File: src/rtl/fifo_ctrl_16x8.sv
`default_nettype none
// ============================================================================
// Module   : fifo_ctrl_16x8
// Purpose  : Synchronous FIFO controller sitting in front of a 16x8
//            dual-port RAM. It turns a push/pop stream into RAM write/read
//            strobes and addresses. It keeps the read/write pointers, the
//            occupancy and the status flags. pop_valid marks the cycle in
//            which the RAM's registered data_out holds the popped word.
//            No data storage lives here. The RAM is a separate instance.
//
// Ports    : clk          - system clock, rising edge
//            rst          - asynchronous reset, active low
//            push         - write request
//            push_data    - data to store (passed straight to the RAM)
//            pop          - read request
//            clear_err    - synchronous clear of overflow/underflow
//            ram_write    - RAM write strobe
//            ram_wr_addr  - RAM write address
//            ram_data_in  - RAM write data
//            ram_read     - RAM read strobe
//            ram_rd_addr  - RAM read address
//            pop_valid    - RAM data_out holds the popped word this cycle
//            full/empty/almost_full/almost_empty - occupancy flags
//            count        - occupancy, 0..RAM_DEPTH
//            overflow     - sticky: push attempted while full
//            underflow    - sticky: pop attempted while empty
//
// Revision : 1.0 - initial release
// ============================================================================
module fifo_ctrl_16x8 #(
    parameter int RAM_WIDTH = 8,
    parameter int RAM_DEPTH = 16,
    parameter int ADDR_SIZE = 4,
    parameter int AF_LEVEL  = 14,
    parameter int AE_LEVEL  = 2
) (
    input  logic                 clk,
    input  logic                 rst,
    input  logic                 push,
    input  logic [RAM_WIDTH-1:0] push_data,
    input  logic                 pop,
    input  logic                 clear_err,
    output logic                 ram_write,
    output logic [ADDR_SIZE-1:0] ram_wr_addr,
    output logic [RAM_WIDTH-1:0] ram_data_in,
    output logic                 ram_read,
    output logic [ADDR_SIZE-1:0] ram_rd_addr,
    output logic                 pop_valid,
    output logic                 full,
    output logic                 empty,
    output logic                 almost_full,
    output logic                 almost_empty,
    output logic [ADDR_SIZE:0]   count,
    output logic                 overflow,
    output logic                 underflow
);

    localparam logic [ADDR_SIZE:0] c_af_level = AF_LEVEL[ADDR_SIZE:0];
    localparam logic [ADDR_SIZE:0] c_ae_level = AE_LEVEL[ADDR_SIZE:0];
    localparam logic [ADDR_SIZE:0] c_ptr_zero = '0;

    // The wrap-bit pointer scheme only works when the RAM is exactly a power
    // of two deep.
    generate
        if (RAM_DEPTH != (2 ** ADDR_SIZE)) begin : g_bad_depth
            $error("fifo_ctrl_16x8: RAM_DEPTH must equal 2**ADDR_SIZE");
        end
    endgenerate

    // Pointers carry one extra MSB (wrap bit) to tell full from empty.
    logic [ADDR_SIZE:0] r_wr_ptr;
    logic [ADDR_SIZE:0] r_rd_ptr;
    logic               r_pop_valid;
    logic               r_overflow;
    logic               r_underflow;

    logic               w_full;
    logic               w_empty;
    logic               w_wr_ok;
    logic               w_rd_ok;
    logic [ADDR_SIZE:0] w_count;

    assign w_full  = (r_wr_ptr[ADDR_SIZE-1:0] == r_rd_ptr[ADDR_SIZE-1:0]) &&
                     (r_wr_ptr[ADDR_SIZE] != r_rd_ptr[ADDR_SIZE]);
    assign w_empty = (r_wr_ptr == r_rd_ptr);
    assign w_count = r_wr_ptr - r_rd_ptr;

    // Reset is asynchronous, so the RAM strobes are gated by rst directly.
    // A push held during reset must not write the RAM. When full, a push is
    // refused even alongside a pop. Otherwise the RAM would see a
    // same-address read and write.
    assign w_wr_ok = rst & push & ~w_full;
    assign w_rd_ok = rst & pop & ~w_empty;

    always_ff @(posedge clk or negedge rst) begin
        if (!rst) begin
            r_wr_ptr    <= c_ptr_zero;
            r_rd_ptr    <= c_ptr_zero;
            r_pop_valid <= 1'b0;
            r_overflow  <= 1'b0;
            r_underflow <= 1'b0;
        end else begin
            r_wr_ptr    <= r_wr_ptr + {{ADDR_SIZE{1'b0}}, w_wr_ok};
            r_rd_ptr    <= r_rd_ptr + {{ADDR_SIZE{1'b0}}, w_rd_ok};
            // The RAM registers data_out on the edge that samples ram_read,
            // so the popped word is visible one cycle after acceptance.
            r_pop_valid <= w_rd_ok;

            // A new error takes priority over a clear in the same cycle.
            if (push && w_full) begin
                r_overflow <= 1'b1;
            end else if (clear_err) begin
                r_overflow <= 1'b0;
            end

            if (pop && w_empty) begin
                r_underflow <= 1'b1;
            end else if (clear_err) begin
                r_underflow <= 1'b0;
            end
        end
    end

    assign ram_write    = w_wr_ok;
    assign ram_wr_addr  = r_wr_ptr[ADDR_SIZE-1:0];
    assign ram_data_in  = push_data;
    assign ram_read     = w_rd_ok;
    assign ram_rd_addr  = r_rd_ptr[ADDR_SIZE-1:0];
    assign pop_valid    = r_pop_valid;
    assign full         = w_full;
    assign empty        = w_empty;
    assign almost_full  = (w_count >= c_af_level);
    assign almost_empty = (w_count <= c_ae_level);
    assign count        = w_count;
    assign overflow     = r_overflow;
    assign underflow    = r_underflow;

endmodule
`default_nettype wire
File: config.mk
export PLATFORM = sky130hd
export DESIGN_NAME = fifo_ctrl_16x8
export DESIGN_NICKNAME = d
export VERILOG_FILES = /design/src/rtl/fifo_ctrl_16x8.sv
export SDC_FILE = /design/constraint.sdc
export NUM_CORES = 1
export LEC_CHECK = 0
export BUFFER_PORTS_ARGS = -buffer_cell sky130_fd_sc_hd__buf_2
export CORE_ASPECT_RATIO = 0.8
export CORE_UTILIZATION = 47
export CTS_BUF_LIST = sky130_fd_sc_hd__clkbuf_16
export CTS_CLUSTER_SIZE = 28
export DETAILED_ROUTE_END_ITERATION = 8
export GPL_ROUTABILITY_DRIVEN = 0
export GPL_TIMING_DRIVEN = 0
export PLACE_DENSITY = 0.94
export SYNTH_ARGS = -nofsm -noshare
export SYNTH_HDL_FRONTEND = slang
export SYNTH_SLANG_ARGS = --single-unit
File: constraint.sdc
create_clock -name clk -period 5 [get_ports clk]
set_input_delay 0.5 -clock clk [delete_from_list [all_inputs] [get_ports clk]]
set_output_delay 0.5 -clock clk [all_outputs]
set_load 0.02 [all_outputs]
==> summary.txt <==
Routing
  • Detailed router's first-iteration violation count: 8
  • Number of detailed-routing iterations run before antenna repair: 4
  • Sum of routed wire length over all layers: 1.47 mm
  • Avg Vias per Cell: 4.71
  • Number of nets with antenna violations after routing: 0
  • Vias after detailed routing: 654
  • Per-cell routed wire length: 10.6 µm
  • Post-route DRC violation count: 0

Global routing
  • Final global-route overflow total: 0
  • Antenna violations before repair: 0
  • Maximum number of pins on one net before global-route repair: 16
  • Overall track demand over capacity in global routing: 0.174
  • Vias in the first global route: 531
  • Global-route wire length before repair: 2.35 mm

Clocking
  • CTS Hold Buffers Added: 0
  • Root buffer cell: sky130_fd_sc_hd__clkbuf_16
  • Clock tree from TritonCTS: done
  • Number of H-tree branching levels: 1
  • Latest clock arrival within the worst-skew pair: roughly 0.24 ns
  • Sinks on Clock Net: 13
  • Post-CTS setup buffers: 0
  • Clock transition at the register clock pins on the worst setup and hold paths after CTS: 0.04 ns
  • TritonCTS buffer count: 3
  • Maximum buffer depth of the clock tree: 2
  • Resized cells post-CTS: 0

Worst setup path
  • Worst reg2reg path startpoint: r_rd_ptr[2]
  • WP data required: 4.50 ns
  • CP endpoint: almost_empty
  • Cell repeated most along the worst path: sky130_fd_sc_hd__inv_1
  • Kind of start point of the critical path: flip-flop
  • Worst reg-to-reg path cell count: 9
  • Endpoint of the most critical register-to-register path: r_wr_ptr[4]
  • CP max FO: 3
  • Critical path type: flip-flop to output port
  • Largest stage delay on the critical path: 0.39 ns
  • Cell type of the slowest stage on the worst timing path: sky130_fd_sc_hd__dfrtp_1
  • Type of destination of the critical path: output port
  • Worst-case register-to-register setup slack: 2.95 ns
  • Start point of the critical path: r_wr_ptr[0]
  • Chain of cells forming the critical path: inv_1, ha_1, inv_1, fa_1, a21o_1, a21oi_2, xnor2_1, a2111oi_2, buf_2
  • Worst endpoint data arrival time: about 2.3 ns

Floorplan
  • Row cnt: 13
  • Core ar.: 1630 µm²
  • Top-level port count: 43
  • Die Span Y: 39.2 µm
  • Area of the die: 1900 µm²
  • Die Wd: 48.5 µm
  • Starting utilization of the core area: 0.499

Final layout
  • Area taken by flip-flops and latches: 325 µm²
  • Layout net count: 140
  • ANT cells: 0
  • Filler cells: 136
  • Area of the multi-input gates: 337 µm²
  • Area growth from synthesis to layout: 34.1%
  • Share of layout cells above drive strength 1: 0.479
  • Cell area after layout: ~1100 µm²

Logic synthesis
  • Count of warnings emitted by yosys: 0
  • Mean area per synthesized cell: 10.3 µm²
  • Gate count after technology mapping: 79
  • Biggest area consumer among synthesized cells: sky130_fd_sc_hd__dfrtp_1
  • Sequential-to-total area share from yosys stat: 0.401
  • Simple logic cell fraction of the synthesized area: 0.0740
  • Post-Syn Area: 812 µm²
  • Cell variety after synth: 17
  • Synth top area cells: sky130_fd_sc_hd__dfrtp_1 40%, sky130_fd_sc_hd__buf_4 15%, sky130_fd_sc_hd__ha_1 12%
  • Fraction of synthesized cell area in xor and xnor cells: 0.119
  • Post-synthesis compound-gate area fraction: 0.0740
  • Synthesized net count: 101
  • Largest family of logic cells by synthesized area: buffers and inverters
  • Mux cell area share after synthesis: 0
  • Register bit total from synthesis: 13
  • Post-Synth Adder-Cell Area: 0.148
  • Yosys top cell area share: 0.401

STA
  • Finish-stage setup viols: 0
  • Max Clk Rate: between 300 and 400 MHz
  • Fraction of the cycle the final worst path needs: 0.567
  • Setup WS post-layout: 2.16 ns
  • RSZ-0062 raised after global routing: false
  • Max-slew violations: 0
  • Tmin final: 2.84 ns
  • Slew at the pin closest to its max-slew limit: between 0.3 and 0.4 ns
  • TNS Setup: 0 ns
  • Relative max-transition margin: 0.782
  • Clock skew: 0.00101 ns
  • Final Hold Slack: 0.155 ns
  • Hold Fails Final Rpt: 0

Place
  • Placement Setup Slack: 2.41 ns
  • Number of input and output port buffers inserted: 34
  • Post-DP HPWL: 1.16 mm
  • Cell Area, Placed: 1010 µm²

Status
  • Result of the run: finished, final reports clean

Hold path
  • Worst hold path type: input port to asynchronous set/reset pin

Job
  • Max-cap viol count: 0
-- stage by stage --
| stage | util | instances |
|---|---|---|
| 5_1_grt | 0.669 | 139 |
| 2_1_floorplan | - | 79 |
| 3_5_place_dp | 0.621 | 135 |
| 4_1_cts | 0.669 | 139 |
| 3_3_place_gp | 0.621 | 135 |
| 6_report | 0.669 | 139 |
-- metal layers --
metal,track usage,up-vias,share of wire
met1,0.222,298,0.46
met4,0.0662,0,0.015
met3,0.0471,2,0.090
met2,0.285,39,0.43
met5,0,-,0
li1,-,315,-
-- cell usage in the layout (no fill, tap or decap), drive strengths merged --
cell / n
buf: 50
dfrtp: 13
inv: 9
ha: 8
xnor2: 6
nand2: 5
xor2: 5
nor2: 4
nand3: 4
o21ai: 3
clkbuf: 3
a21oi: 2
a21o: 1
nand4: 1
a31o: 1
a2111oi: 1
fa: 1
-- cells in the mapped netlist --
| cell | number |
|---|---|
| sky130_fd_sc_hd__nor2_1 | 4 |
| sky130_fd_sc_hd__xnor2_1 | 6 |
| sky130_fd_sc_hd__xor2_1 | 5 |
| sky130_fd_sc_hd__a21oi_2 | 1 |
| sky130_fd_sc_hd__a21o_1 | 1 |
| sky130_fd_sc_hd__a31o_2 | 1 |
| sky130_fd_sc_hd__buf_4 | 16 |
| sky130_fd_sc_hd__nand4_1 | 1 |
| sky130_fd_sc_hd__o21ai_0 | 3 |
| sky130_fd_sc_hd__nand2_1 | 5 |
| sky130_fd_sc_hd__a21oi_1 | 1 |
| sky130_fd_sc_hd__nand3_1 | 4 |
| sky130_fd_sc_hd__dfrtp_1 | 13 |
| sky130_fd_sc_hd__inv_1 | 8 |
| sky130_fd_sc_hd__a2111oi_2 | 1 |
| sky130_fd_sc_hd__fa_1 | 1 |
| sky130_fd_sc_hd__ha_1 | 8 |
-- cells by family (layout without fill, tap and decap cells) --
family / Yosys count / after routing
AOI/OAI and AO/OA: 8 / 8
buffers and inverters: 24 / 62
and+or+nand+nor: 14 / 14
adders and majority gates: 9 / 9
xor gates and xnor gates: 11 / 11
DFF: 13 / 13
-- worst max-delay path, delay by kind of cell (launching register included) --
family / cells / cell delay, ns
adders and majority gates: 2 / 0.56
DFF: 1 / 0.39
buffers and inverters: 3 / 0.35
xor gates and xnor gates: 1 / 0.12
AOI/OAI and AO/OA: 3 / 0.67
-- how the worst min path moves through the flow --
stage                     start     endpoint  slack, ns  cells past startpoint
after floorplan             rst     overflow       0.20                      0
after global placement      rst  r_wr_ptr[0]       0.40                      1
after detailed placement    rst     overflow       0.41                      1
after CTS                   rst  r_wr_ptr[0]       0.17                      1
after global routing        rst  r_wr_ptr[0]       0.17                      1
final                       rst     overflow       0.15                      1
-- sequential cells by signal (all words and copies together), names as in the netlist --
signal / cells
r_rd_ptr: 5
r_wr_ptr: 5
overflow: 1
pop_valid: 1
underflow: 1
-- cell type report --
| type | count | area share |
|---|---|---|
| Multi-Input combinational cell | 42 | 0.309 |
| Sequential cell | 13 | 0.299 |
| Timing Repair Buffer | 34 | 0.156 |
| Buffer | 16 | 0.110 |
| Clock buffer | 3 | 0.0690 |
| Inverter | 8 | 0.0276 |
| Tap cell | 22 | 0.0253 |
| Clock inverter | 1 | 0.00345 |
Power is left out: the tool's default activity adds up to more than one toggle a clock period on the data nets, which glitch-free logic cannot reach.
